[config.mk]
export PLATFORM = sky130hd
export DESIGN_NAME = instruction_fetch_unit
export DESIGN_NICKNAME = d
export VERILOG_FILES = /design/src/rtl/rv_pkg.sv /design/src/rtl/instruction_fetch_unit_fetch_queue.sv /design/src/rtl/instruction_fetch_unit.sv
export SDC_FILE = /design/constraint.sdc
export NUM_CORES = 1
export LEC_CHECK = 0
export CAP_MARGIN = 30
export CORE_MARGIN = 2
export CORE_UTILIZATION = 40
export DETAILED_ROUTE_END_ITERATION = 8
export PLACE_DENSITY = 0.72
export SETUP_SLACK_MARGIN = 0.5
export SYNTH_ARGS = -nofsm -noshare
export SYNTH_HDL_FRONTEND = slang
export SYNTH_SLANG_ARGS = --single-unit
[constraint.sdc]
create_clock -name clock -period 10.2 [get_ports clock]
set_clock_uncertainty 0.1 [all_clocks]
set_input_delay 2.04 -clock clock [delete_from_list [all_inputs] [get_ports clock]]
set_output_delay 2.04 -clock clock [all_outputs]
set_load 0.02 [all_outputs]
[src/rtl/rv_pkg.sv]
// Shared RV32 fetch-path types and constants.
package rv_pkg;
    localparam int XLEN        = 32;
    localparam int INSTR_BYTES = 4;
    localparam logic [XLEN-1:0] RESET_PC_DEFAULT = 32'h0000_0000;

    typedef enum logic [0:0] {
        FETCH_BOOT = 1'b0,
        FETCH_RUN  = 1'b1
    } fetch_state_e;

    typedef struct packed {
        logic [XLEN-1:0] instr;
        logic [XLEN-1:0] pc;
    } fetch_pkt_t;
endpackage

[src/rtl/instruction_fetch_unit_fetch_queue.sv]
// Synchronous FIFO of {instr, pc} packets; flush beats push, push+pop on full is legal.
module fetch_queue
    import rv_pkg::*;
#(
    parameter int DEPTH = 2,
    parameter int CNT_W = $clog2(DEPTH) + 1
) (
    input  logic             clock,
    input  logic             reset,
    input  logic             push,
    input  fetch_pkt_t       push_dat,
    input  logic             pop,
    input  logic             flush,
    output fetch_pkt_t       head_dat,
    output logic [CNT_W-1:0] count,
    output logic             full,
    output logic             empty
);
    localparam int PTR_W = $clog2(DEPTH);

    fetch_pkt_t       mem_q [DEPTH];
    fetch_pkt_t       mem_d [DEPTH];
    logic [PTR_W-1:0] wr_ptr_q, wr_ptr_d, rd_ptr_q, rd_ptr_d;
    logic [CNT_W-1:0] count_q, count_d;
    logic             do_push, do_pop;

    assign full     = (count_q == CNT_W'(DEPTH));
    assign empty    = (count_q == '0);
    assign count    = count_q;
    assign head_dat = mem_q[rd_ptr_q];
    assign do_pop   = pop && !empty;
    assign do_push  = push && (!full || do_pop);

    always_comb begin
        mem_d    = mem_q;
        wr_ptr_d = wr_ptr_q;
        rd_ptr_d = rd_ptr_q;
        count_d  = count_q;
        if (flush) begin
            wr_ptr_d = '0;
            rd_ptr_d = '0;
            count_d  = '0;
        end else begin
            if (do_push) begin
                mem_d[wr_ptr_q] = push_dat;
                wr_ptr_d        = wr_ptr_q + PTR_W'(1);
            end
            if (do_pop) begin
                rd_ptr_d = rd_ptr_q + PTR_W'(1);
            end
            count_d = count_q + CNT_W'(do_push) - CNT_W'(do_pop);
        end
    end

    always_ff @(posedge clock) begin
        if (reset) begin
            wr_ptr_q <= '0;
            rd_ptr_q <= '0;
            count_q  <= '0;
        end else begin
            wr_ptr_q <= wr_ptr_d;
            rd_ptr_q <= rd_ptr_d;
            count_q  <= count_d;
        end
    end

    always_ff @(posedge clock) begin
        mem_q <= mem_d;
    end
endmodule

[src/rtl/instruction_fetch_unit.sv]
// RISC-V fetch stage: owns the PC, issues credit-limited word fetches, queues
// returned words for decode and flushes/drops in-flight words on redirect.
module instruction_fetch_unit
    import rv_pkg::*;
#(
    parameter logic [31:0] RESET_PC    = RESET_PC_DEFAULT,
    parameter int          QUEUE_DEPTH = 2,
    parameter int          CNT_W       = $clog2(QUEUE_DEPTH) + 1
) (
    input  logic        clock,
    input  logic        reset,
    output logic        imem_req_valid,
    input  logic        imem_req_ready,
    output logic [31:0] imem_req_addr,
    input  logic        imem_resp_valid,
    input  logic [31:0] imem_resp_data,
    output logic        dec_valid,
    input  logic        dec_ready,
    output logic [31:0] dec_instr,
    output logic [31:0] dec_pc,
    input  logic        redirect_valid,
    input  logic [31:0] redirect_pc
);
    localparam int PTR_W = $clog2(QUEUE_DEPTH);

    fetch_state_e     state_q, state_d;
    logic [31:0]      fetch_pc_q, fetch_pc_d;
    logic [CNT_W-1:0] out_cnt_q, out_cnt_d, drop_cnt_q, drop_cnt_d;
    logic [31:0]      pc_fifo_q [QUEUE_DEPTH];
    logic [31:0]      pc_fifo_d [QUEUE_DEPTH];
    logic [PTR_W-1:0] pc_wr_q, pc_wr_d, pc_rd_q, pc_rd_d;

    fetch_pkt_t       q_head, q_push_dat;
    logic [CNT_W-1:0] q_count;
    logic             q_full, q_empty, q_push;
    logic             req_fire, dec_fire, resp_keep;

    // Credit: every accepted request must already own a queue slot.
    assign imem_req_valid = (state_q == FETCH_RUN) && !redirect_valid &&
                            ((int'(out_cnt_q) + int'(q_count)) < QUEUE_DEPTH);
    assign imem_req_addr  = fetch_pc_q;
    assign req_fire       = imem_req_valid && imem_req_ready;

    assign dec_valid  = !q_empty;
    assign dec_fire   = dec_valid && dec_ready;
    assign dec_instr  = q_empty ? '0 : q_head.instr;
    assign dec_pc     = q_empty ? '0 : q_head.pc;

    assign resp_keep  = imem_resp_valid && (drop_cnt_q == '0);
    assign q_push     = resp_keep && (!q_full || dec_fire);
    assign q_push_dat = '{instr: imem_resp_data, pc: pc_fifo_q[pc_rd_q]};

    fetch_queue #(.DEPTH(QUEUE_DEPTH), .CNT_W(CNT_W)) u_queue (
        .clock    (clock),
        .reset    (reset),
        .push     (q_push),
        .push_dat (q_push_dat),
        .pop      (dec_fire),
        .flush    (redirect_valid),
        .head_dat (q_head),
        .count    (q_count),
        .full     (q_full),
        .empty    (q_empty)
    );

    always_comb begin
        state_d    = FETCH_RUN;
        fetch_pc_d = fetch_pc_q;
        if (redirect_valid) begin
            fetch_pc_d = redirect_pc & 32'hFFFF_FFFC;
        end else if (req_fire) begin
            fetch_pc_d = fetch_pc_q + 32'(INSTR_BYTES);
        end
        out_cnt_d  = out_cnt_q + CNT_W'(req_fire) - CNT_W'(imem_resp_valid);
        // Everything still in flight after this edge is stale, including a word landing now.
        drop_cnt_d = drop_cnt_q;
        if (redirect_valid) begin
            drop_cnt_d = out_cnt_d;
        end else if (imem_resp_valid && (drop_cnt_q != '0)) begin
            drop_cnt_d = drop_cnt_q - CNT_W'(1);
        end
        pc_fifo_d = pc_fifo_q;
        pc_wr_d   = pc_wr_q;
        pc_rd_d   = pc_rd_q;
        if (req_fire) begin
            pc_fifo_d[pc_wr_q] = fetch_pc_q;
            pc_wr_d            = pc_wr_q + PTR_W'(1);
        end
        if (imem_resp_valid) begin
            pc_rd_d = pc_rd_q + PTR_W'(1);
        end
    end

    always_ff @(posedge clock) begin
        if (reset) begin
            state_q    <= FETCH_BOOT;
            fetch_pc_q <= RESET_PC;
            out_cnt_q  <= '0;
            drop_cnt_q <= '0;
            pc_wr_q    <= '0;
            pc_rd_q    <= '0;
        end else begin
            state_q    <= state_d;
            fetch_pc_q <= fetch_pc_d;
            out_cnt_q  <= out_cnt_d;
            drop_cnt_q <= drop_cnt_d;
            pc_wr_q    <= pc_wr_d;
            pc_rd_q    <= pc_rd_d;
        end
    end

    always_ff @(posedge clock) begin
        pc_fifo_q <= pc_fifo_d;
    end
endmodule

* Word-level counts from Yosys, hierarchy flattened *
Index checks and enable logic that the tools add are counted.

storage, ports and cells
  memories kept = 0
  bits in writable memories = 0
  output and inout bits = 98
  flip-flop bits (word level) = 235
  latch bits = 0
  memory bits (read-only) = 0

operators by class
  add/subtract/negate cells = 11
  eq/ne operators = 1
  multiply operators = 0
  reduce and logical (&&, ||, !) cells = 23
  mux-type cells = 19
  divide/modulo/power cells = 0
  shift operators = 0
  bitwise operators = 5
  $lt $le $gt $ge = 7

operators with widths
  kind                                                                  count
  32-bit 2-to-1 mux                                                     8
  64-bit 2-to-1 mux                                                     4
  128-bit bitwise mux                                                   1
  64-bit bitwise mux                                                    1
  64-bit demux with 1-bit select                                        1
  32-bit by 3-bit adder with 32-bit output, second input constant       1
  32-bit demux with 1-bit select                                        1
  1-bit logical AND                                                     11
  2-bit greater-or-equal comparator, second input constant              4
  1-bit inverter with 2-bit output                                      4
  2-bit nonzero test                                                    3
  1-bit adder, second input constant                                    4
  2-bit by 1-bit adder with 2-bit output                                2
  2-bit zero test                                                       2
  2-bit by 1-bit < comparator with 1-bit output, second input constant  2
  2-bit 2-to-1 mux                                                      2
  2-bit by 1-bit subtractor with 2-bit output                           2
  2-bit by 2-bit adder with 3-bit output                                1
  1-bit zero test                                                       3
  3-bit by 2-bit < comparator with 1-bit output, second input constant  1
  2-bit == test, second input constant                                  1
  1-bit logical OR                                                      2
  2-bit AND reduction                                                   1
  2-bit OR reduction                                                    1
  other kinds (3)                                                       3

* Longest topological paths before layout *
Gate-level depths: netlist of the first run.

  depth after elaboration = 8
  gate-level depth with buffers = 13

* Hierarchy *
Synthesis of the first run repeated with hierarchy kept, for this count alone.

second synthesis, totals
  cells, all modules = 661
  area total of the unflattened synthesis = 9601.7 um^2

by module, submodules not included
  module                  seq. area each (um^2)  cells each  times used  area each (um^2)
  fetch_queue             3923.8                 227         1           4824.6
  instruction_fetch_unit  2542.4                 434         1           4777.1

* Least setup slack after synthesis of the first run *
Ideal clock, no wire load.

  kind = in2reg
  start point = in redirect_valid
  end point = reg u_queue.mem_q[100] (netlist name) (enable)
  arrival time = 7.199 ns
  data required time = 9.529 ns
  path slack = 2.329 ns
  buffers on the path = 3
  stages = 4
  cell sequence = clkbuf_1 > clkbuf_1 > clkbuf_1 > nor3b_1

between the ends
  word-level cells in the longest chain between the ends = 2

ends and longest elaborated chain
  element                        RTL line                                  RTL
  start, declared                instruction_fetch_unit.sv:21              input logic redirect_valid,
  1-bit inverter (no line)       n/a
  2-bit AND reduction (no line)  n/a
  end signal, assigned           instruction_fetch_unit_fetch_queue.sv:68  mem_q <= mem_d;
  end, declared                  instruction_fetch_unit_fetch_queue.sv:21  fetch_pkt_t mem_q [DEPTH];

Every way passes these cells.
A chain may end at the register's enable or synchronous reset.

* Worst setup path in the final report of the first run *
  start point = in redirect_valid
  end point = out imem_req_valid

between the ends
  word-level cells in the longest chain between the ends = 3

ends and longest elaborated chain
  element                         RTL line                      RTL
  1-bit zero test                 instruction_fetch_unit.sv:39  assign imem_req_valid = (state_q == FETCH_RUN) && !redirect_valid &&
  1-bit logical AND (2 in a row)  instruction_fetch_unit.sv:39
  end, declared                   instruction_fetch_unit.sv:12  output logic imem_req_valid,

Every way passes these cells.

==> impl_metrics.toml, run 1 <==
[worst_setup_path]
rr_worst_depth = 12
crit_start = "redirect_valid"
endpoint_kind = "output port"
crit_fanout = 47
start_kind = "input port"
crit_type = "in -> out"
rr_startpoint = "u_queue.count[0]$_SDFF_PP0_"
cp_data_arrival_time_ns = 3.86
cp.required_ns = 8.06

[placement]
dp_hpwl_um = 12400
placed_area_um2 = 11100
numPortBuffers = 161
place_congestion = 0.785
dp.cells = 1080
post-place-ws_ns = 4.21

[sta]
slew_headroom_pct = 36.7
fin_ws_ns = 4.20
finalSetupTns_ns = 0
hold_viol_final = 0
slew_viol_final = 0
setup_viol_count_final = 0
timing.final.crit_period_ns = 6.00
tightestPinTransition_ns = 0.950
fin_hold_ws_ns = 0.439
grt_setup_unrepaired = "false"
period_share_pct = 58.9
max_freq_mhz = 167

[outcome]
status = "completed"

[synthesis]
synthesis.area_um2 = 9240
ys_async_sr_fraction_pct = 0
synth_most_common_cell = "edfxtp_1"
synthCells = 658
synth-edff-count = 184
ys.warnings.count = 0
synth_area_leaders = "edfxtp_1 60%, dfxtp_1 8.9%, mux2i_1 6.8%"
synthFlopType = "edfxtp_1"
yosysSeqAreaShare_pct = 68.7
ys_ff_latch = 225
synth_cell_type_count = 58
synth.top_cells.by_count = "184 x edfxtp_1, 81 x nor2_1, 63 x mux2i_1, 41 x dfxtp_1, 32 x mux2_2"
synth_top_area_cell = "edfxtp_1"
avgSynthCellArea_um2 = 14.0
synth_top_area_share_pct = 59.8

[pwr]
p_int_mw = 1.71
total_switching_power_mw = 0.538
pwr-share-comb_pct = 13.4
finalPower_mw = 2.25
seq_power_share_pct = 48.1
power_density_nw_per_um2 = 188
p_leak_nw = 3.93
p_clk_share_pct = 38.5
vdd_drop_max_uv = 115
switching_share_pct = 24.0

[min_path]
min_from = "imem_req_addr[16]$_SDFFE_PP0P_"
min_path_type = "reg -> reg"
hold_path_depth = 0

[clocking]
cts_tree = "built"
cts.sinks = 225
clk_path_buf_depth = 3
root_buffer = "clkbuf_16"
cts_made_buffers = 24
post_cts_buffers = 0
ctsHtreeMaxLevel = 1
post_cts_resized = 0
clk_latency_ns = 0.51
hold_buffers = 0
clk_pin_slew_ns = 0.06

[die]
die_h_um = 156
dieArea_um2 = 24300
coreArea_um2 = 22600
boundaryPins = 168
rows = 55
initial_core_util_pct = 40.8
fp.dieW_um = 156

[layout]
syn_to_final_growth_pct = 29.4
final_nets = 898
fin_area_um2 = 12000
layout.cells.non_filler = 1124
utilization_pct = 52.8
diodes = 0
drive_above_1_share_pct = 11.0

[routing]
firstDrtPassIters = 5
wire_per_inst_um = 17.7
drc = 0
routed_wl_um = 19900
vias = 5863
drt_iter0_drc = 397
viasPerCell = 5.22
ant_nets = 0

[global_routing]
track_usage_pct = 16.1
overflow = 0
grt_max_degree = 64
grt_pass1_vias = 5597
antenna_found_initial = 0
grt_pass1_wl_um = 30600

[job]
drv_cap = 0
power by group through the flow:
| stage | combinational [mW] | clock (mW) | sequential, mW |
|---|---|---|---|
| 2_1_floorplan | 0.164 | 0 | 1.10 |
| 3_3_place_gp | 0.300 | 0 | 1.10 |
| 3_5_place_dp | 0.305 | 0 | 1.10 |
| 4_1_cts | 0.306 | 0.882 | 1.08 |
| 5_1_grt | 0.329 | 0.920 | 1.09 |
| 6_report | 0.302 | 0.863 | 1.08 |
worst paths after layout:
check | endpoint | slack [ns]
min reg2reg | pc_fifo_q[16]$_DFFE_PP_ | 0.44
max | imem_req_valid | 4.20
min | pc_fifo_q[16]$_DFFE_PP_ | 0.44
max reg2reg | drop_cnt_q[1]$_SDFFE_PP0P_ | 6.74
placed cells by master (no fill, tap or decap), types with 2 or more instances in the layout:
cell             instances
a21oi_1                 20
a22oi_1                  2
a2bb2oi_1                2
a31oi_1                 14
a41oi_1                  5
and2_1                   4
and3_1                  12
and4_1                   5
buf_4                    8
bufinv_16                2
clkbuf_1                 3
clkbuf_16               25
clkbuf_8                 3
clkdlybuf4s50_1        161
clkinv_1                 4
clkinv_2                 4
clkinvlp_4               2
conb_1                   4
dfxtp_1                 40
edfxtp_1               184
ha_1                     6
inv_1                   11
mux2_2                  32
mux2i_1                 63
nand2_1                 26
nand3_1                 13
nand4_1                 12
nor2_1                  79
nor2_2                   2
nor2b_1                  2
nor3_1                   8
nor3b_1                  3
nor4_1                   5
o211ai_1                 4
o21ai_0                 18
o31a_1                   2
or3_1                    6
or4_1                    2
xnor2_1                 10
xor2_1                   3
metal layers:
layer | track usage, % | vias to the layer above | routed length [um]
li1 | - | 2814 | -
met1 | 20.8 | 2800 | 8260
met2 | 27.3 | 209 | 9680
met3 | 3.08 | 40 | 1360
met4 | 5.77 | 0 | 553
met5 | 0 | - | 0
critical path, cell delays in order:
cell	delay, ns
clkdlybuf4s50_1	0.39
buf_4	0.29
nor4b_4	0.45
clkdlybuf4s50_1	0.68
area by class of cell:
type,count,area [um^2]
repair buffers,170,1680
multi-input cells,387,2710
well taps,285,357
fillers,1868,10700
inverters,13,48.8
clock inverters,13,124
flip-flops and latches,225,6350
clock buffers,31,678
cells by family after synthesis:
| logic type | Yosys count | share of synthesized area, % |
|---|---|---|
| flip-flops | 225 | 68.7 |
| other | 1 | 0.0406 |
| adder cells (fa/ha/maj) | 7 | 1.03 |
| AND/OR/NAND/NOR | 191 | 10.7 |
| AO/OA/AOI/OAI | 77 | 5.28 |
| buffers and inverters | 49 | 2.28 |
| XOR/XNOR | 13 | 1.23 |
| multiplexers | 95 | 10.7 |
state kept, by name (all words and copies together) (netlist names), 2 cells and up:
register,count
pc_fifo_q,60
u_queue.count,2
imem_req_addr,30
out_cnt_q,2
drop_cnt_q,2
u_queue.mem_q,124
Power figures use the tool's default switching activity.
==> run 2: changes to the inputs <==
==> constraint.sdc (replaced) <==
create_clock -name clock -period 5.8 [get_ports clock]
set_clock_uncertainty 0.1 [all_clocks]
set_input_delay 1.16 -clock clock [delete_from_list [all_inputs] [get_ports clock]]
set_output_delay 1.16 -clock clock [all_outputs]
set_load 0.02 [all_outputs]
==> run 2 against run 1 <==
Non-clock buffer count increased by 1. Worst setup slack got worse by 2.5 ns. Power increased by 77%. Count of clock-buffer cells in the layout increased by 1. Flip-flop and latch count unchanged. Wire length increased by 2.8%. Critical path type is now reg -> out. Highest routed layer unchanged.
==> impl_metrics.toml, run 2 (synthesis gave the netlist of run 1 again) <==
[layout]
largest_reg_flops = 124
drive_above_1_share_pct = 10.6
diodes = 0
layout_commonest_cell = "edfxtp_1"
syn_to_final_growth_pct = 29.6
final_cell_mix = "184 x edfxtp_1, 161 x clkdlybuf4s50_1, 79 x nor2_1"
regMostFlops = "u_queue.mem_q"
layout.cells.non_filler = 1125
final_nets = 899

[clocking]
ctsHtreeMaxLevel = 1
cts_made_buffers = 24
root_buffer = "clkbuf_16"
hold_buffers = 0
cts_tree = "built"
clk_latency_ns = 0.51
post_cts_resized = 0
clk_pin_slew_ns = 0.06
post_cts_buffers = 0
clk_path_buf_depth = 3
cts.sinks = 225

[die]
initial_core_util_pct = 40.8
die_h_um = 156
boundaryPins = 168
coreArea_um2 = 22600
dieArea_um2 = 24300
rows = 55
fp.dieW_um = 156

[routing]
firstDrtPassIters = 5
viasPerCell = 5.26
wire_per_inst_um = 18.1
routed_wl_um = 20400
vias = 5914
ant_nets = 0
drc = 0
drt_iter0_drc = 298

[worst_setup_path]
cp_cell_sequence = "buf_4 > mux2i_1 > nor2_1 > clkdlybuf4s50_1"
rr_startpoint = "u_queue.count[0]$_SDFF_PP0_"
cpPeakStageDelay_ns = 0.85
r2r-end = "pc_fifo_q[62]$_DFFE_PP_"
cp_data_arrival_time_ns = 2.80
crit_fanout = 39
cp.required_ns = 4.54
rr_worst_depth = 7
crit_type = "reg -> out"
endpoint_kind = "output port"
start_kind = "flip-flop"
crit_slowest_cell = "dfxtp_4"
reg2reg_slack_ns = 2.36

[min_path]
min_path_type = "reg -> reg"
min_from = "imem_req_addr[16]$_SDFFE_PP0P_"
hold_path_depth = 0
min_to = "pc_fifo_q[16]$_DFFE_PP_"

[job]
drv_cap = 0

[sta]
grt_setup_unrepaired = "false"
finalSetupTns_ns = 0
hold_viol_final = 0
setup_viol_count_final = 0
slew_viol_final = 0
period_share_pct = 70.1
timing.final.crit_period_ns = 4.06
max_freq_mhz = 246
slew_headroom_pct = 36.2
tightestPinTransition_ns = 0.957

[global_routing]
globalRouteMet1Util_pct = 21.0
use_met2_pct = 29.0
track_usage_pct = 16.6
grt.busiest_layer = "met2"
grt_use_met3_pct = 2.86
overflow = 0
antenna_found_initial = 0
grt_pass1_wl_um = 31500
grt_pass1_vias = 5850
grt_max_degree = 63

[pwr]
power_density_nw_per_um2 = 332
vdd_drop_max_uv = 183
p_leak_nw = 3.94

[placement]
numPortBuffers = 161
place_congestion = 0.792
dp_hpwl_um = 12800
dp.cells = 1081

[outcome]
status = "completed"
## run 2: worst max-delay path: cells and delay by family, from the launching register on
family / cells / cell delay (ns)
buf+inv: 2 / 1.13
flops: 1 / 0.85
mux: 1 / 0.13
simple gates: 1 / 0.13
## run 2: how the worst max path moves through the flow
stage	start	endpoint	slack, ns	depth (start not counted)
after floorplan	redirect_valid	u_queue.mem_q[100]$_DFFE_PP_	1.03	4
after global placement	redirect_valid	pc_fifo_q[61]$_DFFE_PP_	1.73	6
after detailed placement	redirect_valid	pc_fifo_q[58]$_DFFE_PP_	1.70	6
after CTS	u_queue.rd_ptr_q$_SDFFE_PP0N_	dec_instr[13]	1.69	4
after global routing	u_queue.rd_ptr_q$_SDFFE_PP0N_	dec_instr[13]	1.58	4
final	u_queue.rd_ptr_q$_SDFFE_PP0N_	dec_instr[13]	1.74	4
## run 2: metrics by stage
stage	power [mW]	setup slack [ns]	util (%)	area [um^2]	hold WS [ns]
floorplan	2.22	1.03	-	9250	0.398
global placement	2.46	1.73	49.2	11100	0.412
detailed placement	2.48	1.70	49.4	11200	0.426
CTS	4.02	1.69	52.9	12000	0.438
global route	4.12	1.58	52.9	12000	0.454
finish	3.97	1.74	52.9	12000	0.435
## run 2: cell type report
cell class | instances | area (um^2)
flip-flops and latches | 225 | 6350
clock buffers | 32 | 662
multi-input cells | 387 | 2720
inverters | 13 | 48.8
clock inverters | 12 | 136
fillers | 1868 | 10700
repair buffers | 171 | 1700
well taps | 285 | 357
## run 2: power breakdown
| group | leakage (nW) | switching, mW | internal (mW) |
|---|---|---|---|
| registers | 2.02 | 0.0577 | 1.84 |
| clock network | 0.387 | 0.597 | 0.934 |
| logic | 1.53 | 0.289 | 0.248 |
## run 2: metal layers
| layer | up-vias | share of wire, % |
|---|---|---|
| li1 | 2809 | - |
| met1 | 2869 | 42 |
| met2 | 206 | 50 |
| met3 | 30 | 6.2 |
| met4 | 0 | 2.2 |
| met5 | - | 0 |
==> run 3: changes to the inputs <==
--- a/config.mk
+++ b/config.mk
@@ -9,7 +9,7 @@
 export CORE_MARGIN = 2
 export CORE_UTILIZATION = 40
 export DETAILED_ROUTE_END_ITERATION = 8
-export PLACE_DENSITY = 0.72
+export PLACE_DENSITY = 0.74
 export SETUP_SLACK_MARGIN = 0.5
 export SYNTH_ARGS = -nofsm -noshare
 export SYNTH_HDL_FRONTEND = slang
==> constraint.sdc (replaced) <==
create_clock -name clock -period 3.65 [get_ports clock]
set_clock_uncertainty 0.1 [all_clocks]
set_input_delay 0.73 -clock clock [delete_from_list [all_inputs] [get_ports clock]]
set_output_delay 0.73 -clock clock [all_outputs]
set_load 0.02 [all_outputs]
==> run 3 against run 2 <==
Sequential power is 58% higher. Critical endpoint is now drop_cnt_q[1]$_SDFFE_PP0P_. Cell area is 1.5% higher. Highest routed layer unchanged. Core utilization is 0.81 points higher. Largest cell class unchanged. Hold slack worse by 0.0026 ns. Sequential share of layout area is 0.80 points lower. Wire length is 3.5% higher. Power is 57% higher.
==> impl_metrics.toml, run 3 (synthesis gave the netlist of run 1 again) <==
[clocking]
clk_latency_ns = 0.50
cts_tree = "built"
root_buffer = "clkbuf_16"
cts_made_buffers = 23
hold_buffers = 0
ctsHtreeMaxLevel = 1
clk_pin_slew_ns = 0.06
clk_path_buf_depth = 3
cts.sinks = 225

[min_path]
min_from = "pc_rd_q$_SDFFE_PP0P_"
min_to = "pc_rd_q$_SDFFE_PP0P_"
hold_path_depth = 2
min_path_type = "reg -> reg"

[global_routing]
antenna_found_initial = 0
overflow = 0
use_met2_pct = 28.6
grt.busiest_layer = "met2"
grt_pass1_vias = 5824
globalRouteMet1Util_pct = 22.0
grt_pass1_wl_um = 32000
grt_use_met3_pct = 3.19
grt_max_degree = 64
track_usage_pct = 16.8

[sta]
tightestPinTransition_ns = 0.531
fin_hold_ws_ns = 0.433
hold_viol_final = 0
max_freq_mhz = 326
slew_viol_final = 0
period_share_pct = 84.1
finalSetupTns_ns = 0
timing.final.crit_period_ns = 3.07
slew_headroom_pct = 64.4
grt_setup_unrepaired = "true"
setup_viol_count_final = 0

[layout]
final_nets = 922
diodes = 0
layout.cells.non_filler = 1146
regMostFlops = "u_queue.mem_q"
final_cell_mix = "184 x edfxtp_1, 159 x clkdlybuf4s50_1, 79 x nor2_1"
largest_reg_flops = 124
multi_input_area_um2 = 2730
fill_cells = 1846
drive_above_1_share_pct = 13.2
layout_commonest_cell = "edfxtp_1"
seq_area_um2 = 6350
utilization_pct = 53.7
syn_to_final_growth_pct = 31.6

[worst_setup_path]
rr_worst_depth = 12
cp.required_ns = 3.95
cpPeakStageDelay_ns = 0.46
rr_startpoint = "u_queue.count[0]$_SDFF_PP0_"
crit_slowest_cell = "fa_1"
r2r-end = "drop_cnt_q[1]$_SDFFE_PP0P_"
endpoint_kind = "flip-flop"
cp_cell_sequence = "and2_1 > fa_1 > nor4b_4 > and2_4 > inv_2 > ha_1 > inv_1 > ha_1 > xor2_1 > xnor2_1 > nor2_1 > a22o_1"
path_common_cell = "ha_1"
reg2reg_slack_ns = 0.58
cp_data_arrival_time_ns = 3.37
crit_type = "reg -> reg"
crit_fanout = 5
start_kind = "flip-flop"

[pwr]
seq_power_share_pct = 48.4
p_leak_nw = 4.06
p_clk_share_pct = 37.1
total_switching_power_mw = 1.48
vdd_drop_max_uv = 336
power_density_nw_per_um2 = 511
pwr-share-comb_pct = 14.4
switching_share_pct = 23.8
p_int_mw = 4.74

[routing]
drc = 0
drt_iter0_drc = 414
ant_nets = 0
wire_per_inst_um = 18.4
firstDrtPassIters = 5
routed_wl_um = 21100
vias = 6012
viasPerCell = 5.25

[placement]
place_congestion = 0.827
numPortBuffers = 161
dp_hpwl_um = 13100
dp.cells = 1087

[outcome]
status = "completed"

[die]
initial_core_util_pct = 40.8
die_h_um = 156
coreArea_um2 = 22600
dieArea_um2 = 24300
boundaryPins = 168
rows = 55
fp.dieW_um = 156

[job]
drv_cap = 0
-- run 3: critical path: cells and delay by family, from the launching register on --
kind / cells / cell delay, ns
buffers and inverters: 2 / 0.11
XOR/XNOR: 2 / 0.35
AND/OR/NAND/NOR: 4 / 0.89
AO/OA/AOI/OAI: 1 / 0.24
flip-flops: 1 / 0.41
adder cells (fa/ha/maj): 3 / 0.87
-- run 3: timing repair --
item                       CTS  global route
cloned                       0             1
setup buffers                1            16
setup endpoints to repair   57            34
gates resized for setup      2             2
pin swaps                    0             2
-- run 3: power by group through the flow --
stage	registers [mW]	clock network [mW]	logic [mW]
detailed placement	3.07	0	0.871
CTS	3.01	2.37	0.884
floorplan	3.07	0	0.466
global route	3.02	2.48	0.962
global placement	3.06	0	0.859
finish	3.01	2.31	0.896
-- run 3: routing by layer --
metal  vias to the layer above  part of all wire, %
met5                         -                    0
met4                         0                  2.2
met3                        35                  6.5
met2                       214                   49
met1                      2905                   42
li1                       2858                    -
-- run 3: layout make-up --
cell class	instances	share of cell area, %
repair buffers	194	15.8
well taps	285	2.93
clock inverters	14	1.13
flip-flops and latches	225	52.2
inverters	13	0.401
clock buffers	27	5.02
multi-input cells	388	22.5
-- run 3: how the worst max path moves through the flow --
stage | from | to | slack, ns | cells past startpoint
after floorplan | redirect_valid | u_queue.mem_q[100]$_DFFE_PP_ | 0.33 | 4
final | u_queue.count[0]$_SDFF_PP0_ | drop_cnt_q[1]$_SDFFE_PP0P_ | 0.58 | 12
after CTS | u_queue.count[0]$_SDFF_PP0_ | drop_cnt_q[1]$_SDFFE_PP0P_ | 0.49 | 12
after global routing | u_queue.count[0]$_SDFF_PP0_ | drop_cnt_q[1]$_SDFFE_PP0P_ | 0.39 | 12
after global placement | u_queue.count[0]$_SDFF_PP0_ | drop_cnt_q[1]$_SDFFE_PP0P_ | 0.56 | 12
after detailed placement | u_queue.count[0]$_SDFF_PP0_ | drop_cnt_q[1]$_SDFFE_PP0P_ | 0.52 | 12
-- run 3: metrics by stage --
step / setup slack [ns] / power [mW] / cell area (um^2)
final: 0.581 / 6.22 / 12200
after global routing: 0.389 / 6.46 / 12200
after CTS: 0.492 / 6.27 / 12000
after floorplan: 0.329 / 3.53 / 9310
after global placement: 0.560 / 3.92 / 11200
after detailed placement: 0.517 / 3.94 / 11200
